### src/rtl/shake_rng_fifo.sv
// shake_rng_fifo: packs pairs of SHAKE256 squeeze lanes into 2*LANE_W
// words and buffers them in a show-ahead FIFO feeding the Gaussian sampler.
//
// Ports:
//   clk, rst_n    clock, asynchronous active-low reset
//   flush         synchronous discard of all buffered data (reseed)
//   in_valid      squeeze lane valid
//   in_data       squeeze lane (LANE_W bits)
//   in_ready      lane accepted when in_valid && in_ready
//   rng_valid     rng holds an unconsumed word
//   rng           head word {second lane, first lane}, zero when invalid
//   rng_extract   sampler consumed the current rng word (1-cycle pulse)
//   level         number of full entries, 0..DEPTH
//   underflow     sticky flag: rng_extract seen while rng_valid == 0
//   word_cnt      successful pop count (only with RNG_WORD_CNT_EN)
//
// Optional feature: define RNG_WORD_CNT_EN to add the word_cnt output.
module shake_rng_fifo #(
   parameter int DEPTH  = 4,
   parameter int LANE_W = 64
) (
   input  logic                     clk,
   input  logic                     rst_n,
   input  logic                     flush,
   input  logic                     in_valid,
   input  logic [LANE_W-1:0]        in_data,
   output logic                     in_ready,
   output logic                     rng_valid,
   output logic [2*LANE_W-1:0]      rng,
   input  logic                     rng_extract,
   output logic [$clog2(DEPTH):0]   level,
   output logic                     underflow
`ifdef RNG_WORD_CNT_EN
   ,
   output logic [31:0]              word_cnt
`endif
);

   localparam int AW = $clog2(DEPTH);
   localparam int LW = AW + 1;
   localparam int WW = 2 * LANE_W;

   logic [WW-1:0]     mem [DEPTH];
   logic [AW-1:0]     wr_q;
   logic [AW-1:0]     rd_q;
   logic [LW-1:0]     lvl_q;
   logic [LANE_W-1:0] lo_q;
   logic              half_q;
   logic              rdy_q;
   logic              uf_q;

   logic full;
   logic lane_acc;
   logic word_push;
   logic pop;

   assign full = (lvl_q == LW'(DEPTH));

   // rdy_q holds in_ready low through reset and opens it one edge later.
   // A first-half lane is still taken when full; only the pair-completing
   // lane must wait for space.
   assign in_ready = rdy_q && !flush && !(half_q && full);

   assign lane_acc  = in_valid && in_ready;
   assign word_push = lane_acc && half_q;
   assign rng_valid = (lvl_q != '0);
   assign pop       = rng_extract && rng_valid;

   assign rng       = rng_valid ? mem[rd_q] : '0;
   assign level     = lvl_q;
   assign underflow = uf_q;

   always_ff @(posedge clk or negedge rst_n) begin
      if (!rst_n) begin
         rdy_q <= 1'b0;
      end else begin
         rdy_q <= 1'b1;
      end
   end

   // Storage is never reset; occupancy is governed by level only.
   always_ff @(posedge clk) begin
      if (word_push) begin
         mem[wr_q] <= {in_data, lo_q};
      end
   end

   always_ff @(posedge clk or negedge rst_n) begin
      if (!rst_n) begin
         half_q <= 1'b0;
         lo_q   <= '0;
      end else if (flush) begin
         half_q <= 1'b0;
      end else if (lane_acc) begin
         half_q <= !half_q;
         if (!half_q) begin
            lo_q <= in_data;
         end
      end
   end

   always_ff @(posedge clk or negedge rst_n) begin
      if (!rst_n) begin
         wr_q  <= '0;
         rd_q  <= '0;
         lvl_q <= '0;
      end else if (flush) begin
         wr_q  <= '0;
         rd_q  <= '0;
         lvl_q <= '0;
      end else begin
         if (word_push) begin
            wr_q <= wr_q + 1'b1;
         end
         if (pop) begin
            rd_q <= rd_q + 1'b1;
         end
         unique case ({word_push, pop})
            2'b10:   lvl_q <= lvl_q + 1'b1;
            2'b01:   lvl_q <= lvl_q - 1'b1;
            default: lvl_q <= lvl_q;
         endcase
      end
   end

   always_ff @(posedge clk or negedge rst_n) begin
      if (!rst_n) begin
         uf_q <= 1'b0;
      end else if (flush) begin
         uf_q <= 1'b0;
      end else if (rng_extract && !rng_valid) begin
         uf_q <= 1'b1;
      end
   end

`ifdef RNG_WORD_CNT_EN
   logic [31:0] cnt_q;

   always_ff @(posedge clk or negedge rst_n) begin
      if (!rst_n) begin
         cnt_q <= '0;
      end else if (flush) begin
         cnt_q <= '0;
      end else if (pop) begin
         cnt_q <= cnt_q + 32'd1;
      end
   end

   assign word_cnt = cnt_q;
`endif

endmodule
### config.mk
export PLATFORM = sky130hd
export DESIGN_NAME = shake_rng_fifo
export DESIGN_NICKNAME = d
export VERILOG_FILES = /design/src/rtl/shake_rng_fifo.sv
export SDC_FILE = /design/constraint.sdc
export NUM_CORES = 1
export LEC_CHECK = 0
export CORE_UTILIZATION = 45
export CTS_CLUSTER_SIZE = 40
export DETAILED_ROUTE_END_ITERATION = 12
export PLACE_DENSITY_LB_ADDON = 0.15
export SETUP_SLACK_MARGIN = 0.1
export SLEW_MARGIN = 20
export SYNTH_ARGS = -nofsm -noshare
export SYNTH_HDL_FRONTEND = slang
export SYNTH_SLANG_ARGS = --single-unit
### constraint.sdc
create_clock -name clk -period 11.5 [get_ports clk]
set_input_delay 1.725 -clock clk [delete_from_list [all_inputs] [get_ports clk]]
set_output_delay 1.725 -clock clk [all_outputs]
set_load 0.1 [all_outputs]
==> out/qor.csv <==
metric;value;unit
hold_buffers;0;
detail_route.first_pass.iterations;4;
grt_max_degree;76;
multi_input_area;4800;um2
p_leak;8.70;nW
yosysSeqAreaShare;77.1;%
syn_inst;1011;
ctsResizeCount;0;
layout.nets;1311;
initialDrtViolationCount;517;
whs;503;ps
required;9780;ps
finalHoldViolations;0;
relSlewSlack;25.5;%
synth_seq_cells;586;
max_freq;0.160;GHz
fin_skew;19.1;ps
grt_overflow;0;
maxCapViolations;0;
ant_nets;0;
cts_buffers;58;
p_clk_share;36.7;%
synth_area_leaders;edfxtp_1 (69%), mux4_2 (13%), dfrtp_1 (8.3%);
synthArstFlopShare;12.6;%
drc_errors;0;
hold_class;reg2reg;
die_w;225;um
drive_gt1_share;24.3;%
pwr-share-comb;16.2;%
cts.sinks;586;
fin_crit;6260;ps
cts_buffer_depth;3;
vias;10300;
gp_congestion;0.708;
syn_to_final_growth;20.9;%
crit_type;reg2out;
viasPerCell;5.25;
p_sw_share;27.3;%
power_switching;0.00144;W
finalMaxSlewViolations;0;
synth_common_cells;edfxtp_1 (512), and2_1 (132), mux4_2 (128);
syn_avg_cell_area;22.1;um2
core-area;49000;um2
cp-start-kind;flip-flop;
worstPathArrival;4540;ps
initial_core_util;45.7;%
yosysTopAreaCellShare;68.8;%
yosysMostFrequentCell;edfxtp_1;
netlist_area;22300;um2
setup_violations;0;
worst_pin_slew;1120;ps
ys.flop_type;edfxtp_1;
io_pins;203;
critPathCaptureType;output port;
p_seq_share;47.1;%
peakVddDrop;105;uV
finalCritPeriodShare;54.5;%
seqCellArea;17200;um2
fillers;3809;
detail_route.wirelength;44200;um
wire_per_inst;22.6;um
clock_latency;610;ps
grt_pass1_vias;10800;
hpwl;24100;um
synthesis.nets;1085;
yosys_warnings;0;
cts_tree;yes;
rsz0062_at_grt;no;
synth_edf_count;512;
num_rows;81;
synth.largest_area_cell;edfxtp_1;
powerDensity;196;nW/um2
root_buffer;clkbuf_16;
clk_pin_slew;60;ps
post_cts.repair.setup_buffers;0;
grt_pass1_wl;66900;um
grt_use_total;18.0;%
htree_levels;2;
antenna_found_initial;3;
die_h;225;um
intPower;0.00385;W
fin_tns_setup;0;ps
die_area;50600;um2
port_buffers;202;
synth_cell_types;37;
cp_max_fo;40;
status;complete, no violations;
sequential cells by signal (all words and copies together) (netlist names):
name and cells:
mem 512, lo_q 64, level 3, rd_q 2
wr_q 2, half_q 1, rdy_q 1, underflow 1
kinds of logic (layout without fill, tap and decap cells):
group	count (synthesis)	after routing	synth area share [%]
buffers and inverters	55	330	1.51
adder cells (fa/ha/maj)	5	5	0.314
AND/OR/NAND/NOR	154	154	4.29
flip-flops	586	586	77.1
AO/OA/AOI/OAI	12	12	0.370
other	1	3	0.0168
XOR/XNOR	3	3	0.151
multiplexers	195	195	16.3
critical path, cell delays in order, from the launching register on:
cell,delay (ps)
dfrtp_4,750
buf_4,560
buf_4,750
mux4_2,610
and2_1,170
clkdlybuf4s50_1,970
through the flow:
stage	util (%)	total power, W	worst slack [ps]	std cells	area [um2]
after global placement	51.1	0.00340	5660	1841	25000
after detailed placement	51.1	0.00341	5660	1841	25000
after CTS	55.2	0.00536	4980	1950	27000
final	55.2	0.00529	5240	1952	27000
after floorplan	-	0.00318	5780	1011	22300
after global routing	55.2	0.00547	4860	1950	27000
layer usage:
layer	track usage (%)	vias to the layer above	part of all wire, %
met2	29.1	200	49
met4	5.35	4	1.9
li1	-	4519	-
met3	3.36	64	4.5
met5	0	-	0.063
met1	24.9	5468	44
path summary, 6_finish.rpt:
| kind | from | end | slack (ps) | cells past startpoint |
|---|---|---|---|---|
| max in group asynchronous | rst_n | lo_q[28]$_DFFE_PN0P_ | 9220 | 2 |
| hold / removal | lo_q[52]$_DFFE_PN0P_ | mem[3][52]$_DFFE_PP_ | 500 | 0 |
| setup reg to reg | level[1]$_DFFE_PN0P_ | mem[2][6]$_DFFE_PP_ | 7980 | 5 |
| min in group asynchronous | rst_n | lo_q[43]$_DFFE_PN0P_ | 1150 | 1 |
| setup / recovery | rd_q[0]$_DFFE_PN0P_ | rng[1] | 5240 | 5 |
| hold reg to reg | lo_q[52]$_DFFE_PN0P_ | mem[3][52]$_DFFE_PP_ | 500 | 0 |
cell type report:
cell class	count	share of cell area, %
sequential	586	63.8
multi-input combinational	370	17.8
timing repair buffer	218	7.92
clock buffer	66	5.64
tap	664	3.08
clock inverter	43	1.72
inverter	3	0.0510
antenna	2	0.0185
power by group through the flow:
stage | sequential, W | clock [W] | combinational, W
2_1_floorplan | 0.00252 | 0 | 0.000656
3_3_place_gp | 0.00253 | 0 | 0.000868
3_5_place_dp | 0.00254 | 0 | 0.000871
4_1_cts | 0.00249 | 0.00199 | 0.000873
5_1_grt | 0.00251 | 0.00206 | 0.000897
6_report | 0.00249 | 0.00194 | 0.000859
placed cells by master, fill, tap and decap left out, types with 2 or more instances in the layout:
cell type / n
and2_1: 128
clkbuf_1: 5
a21oi_1: 5
clkinv_2: 13
nor2_1: 5
edfxtp_1: 512
mux2i_1: 2
xor2_1: 2
ha_1: 4
clkdlybuf4s50_1: 201
inv_1: 2
nand2_1: 2
clkinv_1: 14
dfrtp_4: 2
buf_4: 17
dfrtp_1: 72
clkbuf_8: 2
clkinvlp_4: 5
and2_4: 4
mux2_2: 64
diode_2: 2
clkbuf_16: 59
bufinv_16: 10
nand3_1: 2
nand2b_1: 5
mux4_2: 128
(Power assumes the default switching activity.)
